$ cat src/rtl/smc_pkg.sv
// Shared types and widths for the SMC frame loader.
// Imported by the loader and by the testbed around the SMC core.
package smc_pkg;

    localparam int N_MOS   = 6;
    localparam int PARAM_W = 3;
    localparam int MODE_W  = 2;
    localparam int OUT_W   = 8;

    typedef enum logic [1:0] {
        IDLE = 2'd0,
        LOAD = 2'd1,
        EVAL = 2'd2,
        OUT  = 2'd3
    } smc_ld_state_t;

endpackage

$ cat src/rtl/smc_frame_loader.sv
// Serial-to-parallel frame loader in front of the combinational SMC core.
// Holds the parameter bus stable, samples the core, strobes one result.
module smc_frame_loader
    import smc_pkg::*;
#(
    parameter int EVAL_CYCLES = 1
) (
    input  logic               clk,
    input  logic               rst_n,
    input  logic               in_valid,
    input  logic [PARAM_W-1:0] in_w,
    input  logic [PARAM_W-1:0] in_vgs,
    input  logic [PARAM_W-1:0] in_vds,
    input  logic [MODE_W-1:0]  in_mode,
    output logic [PARAM_W-1:0] W_0,
    output logic [PARAM_W-1:0] W_1,
    output logic [PARAM_W-1:0] W_2,
    output logic [PARAM_W-1:0] W_3,
    output logic [PARAM_W-1:0] W_4,
    output logic [PARAM_W-1:0] W_5,
    output logic [PARAM_W-1:0] V_GS_0,
    output logic [PARAM_W-1:0] V_GS_1,
    output logic [PARAM_W-1:0] V_GS_2,
    output logic [PARAM_W-1:0] V_GS_3,
    output logic [PARAM_W-1:0] V_GS_4,
    output logic [PARAM_W-1:0] V_GS_5,
    output logic [PARAM_W-1:0] V_DS_0,
    output logic [PARAM_W-1:0] V_DS_1,
    output logic [PARAM_W-1:0] V_DS_2,
    output logic [PARAM_W-1:0] V_DS_3,
    output logic [PARAM_W-1:0] V_DS_4,
    output logic [PARAM_W-1:0] V_DS_5,
    output logic [MODE_W-1:0]  mode,
    input  logic [OUT_W-1:0]   smc_out_n,
    output logic               out_valid,
    output logic [OUT_W-1:0]   out_n,
    output logic               busy
);

    localparam logic [2:0] LAST_SLOT = 3'(N_MOS - 1);
    localparam logic [1:0] ECNT_LAST = 2'(EVAL_CYCLES - 1);

    smc_ld_state_t state;
    logic [2:0]    cnt;
    logic [1:0]    ecnt;
    logic          settled;

    logic [PARAM_W-1:0] w_q   [N_MOS];
    logic [PARAM_W-1:0] vgs_q [N_MOS];
    logic [PARAM_W-1:0] vds_q [N_MOS];

    always_ff @(posedge clk or negedge rst_n) begin
        if (!rst_n) begin
            state     <= IDLE;
            cnt       <= '0;
            ecnt      <= '0;
            settled   <= 1'b0;
            mode      <= '0;
            out_valid <= 1'b0;
            out_n     <= '0;
            for (int k = 0; k < N_MOS; k++) begin
                w_q[k]   <= '0;
                vgs_q[k] <= '0;
                vds_q[k] <= '0;
            end
        end else begin
            unique case (state)
                IDLE: begin
                    if (in_valid) begin
                        w_q[0]   <= in_w;
                        vgs_q[0] <= in_vgs;
                        vds_q[0] <= in_vds;
                        mode     <= in_mode;
                        cnt      <= 3'd1;
                        state    <= LOAD;
                    end
                end
                LOAD: begin
                    if (in_valid) begin
                        w_q[cnt]   <= in_w;
                        vgs_q[cnt] <= in_vgs;
                        vds_q[cnt] <= in_vds;
                        if (cnt == LAST_SLOT) begin
                            cnt     <= '0;
                            ecnt    <= '0;
                            settled <= 1'b0;
                            state   <= EVAL;
                        end else begin
                            cnt <= cnt + 3'd1;
                        end
                    end else begin
                        cnt   <= '0;
                        state <= IDLE;
                    end
                end
                EVAL: begin
                    // First EVAL cycle lets the last slot ripple through the core.
                    if (!settled) begin
                        settled <= 1'b1;
                    end else begin
                        ecnt <= ecnt + 2'd1;
                        if (ecnt == ECNT_LAST) begin
                            out_valid <= 1'b1;
                            out_n     <= smc_out_n;
                            state     <= OUT;
                        end
                    end
                end
                OUT: begin
                    out_valid <= 1'b0;
                    out_n     <= '0;
                    state     <= IDLE;
                end
                default: state <= IDLE;
            endcase
        end
    end

    assign busy = (state != IDLE);

    assign W_0 = w_q[0];
    assign W_1 = w_q[1];
    assign W_2 = w_q[2];
    assign W_3 = w_q[3];
    assign W_4 = w_q[4];
    assign W_5 = w_q[5];

    assign V_GS_0 = vgs_q[0];
    assign V_GS_1 = vgs_q[1];
    assign V_GS_2 = vgs_q[2];
    assign V_GS_3 = vgs_q[3];
    assign V_GS_4 = vgs_q[4];
    assign V_GS_5 = vgs_q[5];

    assign V_DS_0 = vds_q[0];
    assign V_DS_1 = vds_q[1];
    assign V_DS_2 = vds_q[2];
    assign V_DS_3 = vds_q[3];
    assign V_DS_4 = vds_q[4];
    assign V_DS_5 = vds_q[5];

endmodule

$ cat config.mk
export PLATFORM = sky130hd
export DESIGN_NAME = smc_frame_loader
export DESIGN_NICKNAME = d
export VERILOG_FILES = /design/src/rtl/smc_pkg.sv /design/src/rtl/smc_frame_loader.sv
export SDC_FILE = /design/constraint.sdc
export NUM_CORES = 1
export LEC_CHECK = 0
export BUFFER_PORTS_ARGS = -buffer_cell sky130_fd_sc_hd__buf_2
export CAP_MARGIN = 0
export CORE_MARGIN = 2
export CORE_UTILIZATION = 40
export DETAILED_ROUTE_END_ITERATION = 8
export PLACE_DENSITY_LB_ADDON = 0.3
export SYNTH_ARGS = -nofsm -noshare
export SYNTH_HDL_FRONTEND = slang
export SYNTH_SLANG_ARGS = --single-unit
$ cat constraint.sdc
create_clock -name clk -period 1.8 [get_ports clk]
set_input_delay 0.36 -clock clk [delete_from_list [all_inputs] [get_ports clk]]
set_output_delay 0.36 -clock clk [all_outputs]
set_load 0.01 [all_outputs]
==> key figures <==
Logic synthesis
  – Syn_nets: around 210
  – Post-synth EDFFs: 0
  – Most common cell in the netlist: dfrtp_1
  – Register bit total from synthesis: 73
  – Most frequent cells after synthesis: dfrtp_1 (73), mux2_2 (47), mux2_4 (9)
  – Cells after Synth: 189
  – Netlist cell types: 35
  – Synthesized area: roughly 3000 sq um
  – Average cell area after synthesis: between 15 and 20 sq um
  – Synth area leaders: dfrtp_1 (63%), mux2_2 (18%), mux2_4 (4.6%)
  – Top_reg_cell synth: dfrtp_1
  – Yosys warning count: 0
  – Top cell type's share of synthesized area: 0.6263
  – Area leader, netlist: dfrtp_1
  – Synth async-reset ratio: 1.000
  – Post-synthesis sequential area ratio: 0.6263

Final layout
  – Final #Nets: around 320
  – Diode count: 0
  – Largest register FFs: 8
  – Post-route insts no fill: 397
  – # fillers: 664
  – Largest Register: out_n
  – Layout area overhead: 30.07%
  – Final Util: 0.5316
  – Fraction of layout instances using a drive strength above 1: 0.5973

Pwr
  – Maximum VDD drop: roughly 0.00083 V
  – PD cells: roughly 1500 nW/um^2
  – Pleak: 1.994 nW

Clocking
  – Clk Latency, worst-skew pair: 0.34 ns
  – Number of buffers created by CTS: 9
  – Clk sinks: 73
  – Bufs on Longest Clock Path: 2
  – Cts repair resizes: 0
  – H-tree levels: 3
  – Post-CTS Setup Bufs: 0
  – Worst-path clk slew: around 0.080 ns
  – Root Driver: clkbuf_8
  – CTS tree: yes

Critical path
  – Startpoint types: flop
  – Critical path endpoint category: primary output
  – Kind of critical path: flop to primary output
  – CP arrival: ~1.4 ns
  – Required @ worst endpoint: 1.44 ns
  – CP Max Fanout: 9

Floorplanning
  – Die span in y: 89.39 um
  – Core area: 7137 sq um
  – Io pins: 88
  – Die area: 7991 sq um
  – Die width: 89.39 um
  – Initial core utilization: 0.4087
  – # rows: 31

Routing
  – Aggregate routed wire length: between 6000 and 7000 um
  – Post-DRT Antenna Nets: 0
  – Vias/cell: 4.841
  – WL/cell: 15.71 um
  – Via count: approximately 1.9k
  – Post-route DRC: 0
  – DRT Pass-1 Iters: 4
  – Initial DRC count: 43

Hold path
  – Hold Crit Class: input port to flop

STA
  – FMAX: 0.5818 GHz
  – Hold Vio Cnt, Final: 0
  – Tmin final: 1.719 ns
  – Final setup violation count: 0
  – TNS Setup: 0 ns
  – RSZ-0062 raised after global routing: false
  – Clock skew: 0.006036 ns
  – Slew headroom: 0.5859
  – Slew Viols, Final: 0
  – Least-Margin Pin Slew: 0.6170 ns
  – Fin crit share: 0.9549

Outcome
  – Status: finished clean

Placed design
  – DP HPWL: 4513 um
  – Port Buffers: 87
  – Placed Instances: 380
  – Routability congestion estimate: approximately 0.80

Global routing
  – GR Overflow Total: 0
  – Initial antenna violation count: 0
  – First-pass GRT wire length: 9963 um
  – Largest net degree at the start of global routing: 35
  – Total GRT Usage: 0.1707
  – Vias in the first global route: 1921

Flow run
  – Max-Cap Viols: 0
[area by class of cell]
class	count	area, sq um	area share
sequential	73	1827	0.4815
multi-input combinational	105	1037	0.2734
timing repair buffer	99	543.0	0.1431
clock buffer	11	141.4	0.03727
tap	99	123.9	0.03265
clock inverter	5	102.6	0.02704
inverter	5	18.77	0.004947
[power by group]
group	switching (mW)	leakage, nW	internal, mW
clock	0.584	0.120	0.957
combinational	0.749	0.943	0.894
sequential	0.314	0.932	2.18
[stage by stage]
step           setup slack, ns  cell area (sq um)  power, mW  hold WS (ns)
2_1_floorplan           0.2324               2917      3.420       0.06441
3_3_place_gp            0.2046               3540      4.141        0.3445
3_5_place_dp            0.1810               3540      4.195        0.3497
4_1_cts                0.05409               3794      5.771        0.2207
5_1_grt                0.01289               3794      6.025        0.2261
6_report               0.08125               3794      5.678        0.2415
[final timing paths]
path | startpoint | end | slack (ns) | cells past startpoint
max in group asynchronous | rst_n | V_DS_3[1] | 0.77 | 3
min reg2reg | out_valid | out_valid | 0.48 | 1
min in group asynchronous | rst_n | out_n[7] | 0.50 | 2
max | state[0] | busy | 0.08 | 3
max reg2reg | flop | W_1[2] | 0.15 | 4
min | smc_out_n[4] | out_n[4] | 0.24 | 2
[what timing repair did]
action / in CTS / in global routing
hold buffers: 1 / 0
endpoints found under the setup margin: 0 / 0
hold endpoints to repair: 32 / 0
[worst max-delay path, stage by stage (launching register included)]
cell and delay (ns):
dfrtp_1 0.43, buf_4 0.18, or2_2 0.27, buf_2 0.14
[layout by cell type (no fill, tap or decap), types with 2 or more instances in the layout]
master,synthesis,layout
mux2_2,47,47
a22o_1,8,8
a21o_1,2,2
o22ai_1,2,2
buf_4,0,11
nor2b_1,2,2
inv_1,5,5
bufinv_16,0,3
o21ai_0,2,2
buf_2,3,86
dfrtp_1,73,73
mux2_4,9,9
or2_2,2,2
nand2b_1,8,8
a32o_1,2,2
nand2_1,2,2
clkbuf_8,0,10
[metal layers]
layer | GRT usage | share of wire
met5 | 0 | 0
met4 | 0.06920 | 0.017
met3 | 0.06648 | 0.082
met2 | 0.2512 | 0.46
met1 | 0.2266 | 0.44
[logic make-up (layout without fill, tap and decap cells)]
| kind of cell | Yosys count | in the layout | share of synthesized area |
|---|---|---|---|
| mux | 57 | 57 | 0.2312 |
| flops | 73 | 73 | 0.6263 |
| simple gates | 25 | 25 | 0.06135 |
| buf+inv | 11 | 120 | 0.01802 |
| fa+ha+maj | 1 | 1 | 0.004289 |
| compound gates | 22 | 22 | 0.05877 |
Power figures use the tool's default switching activity.
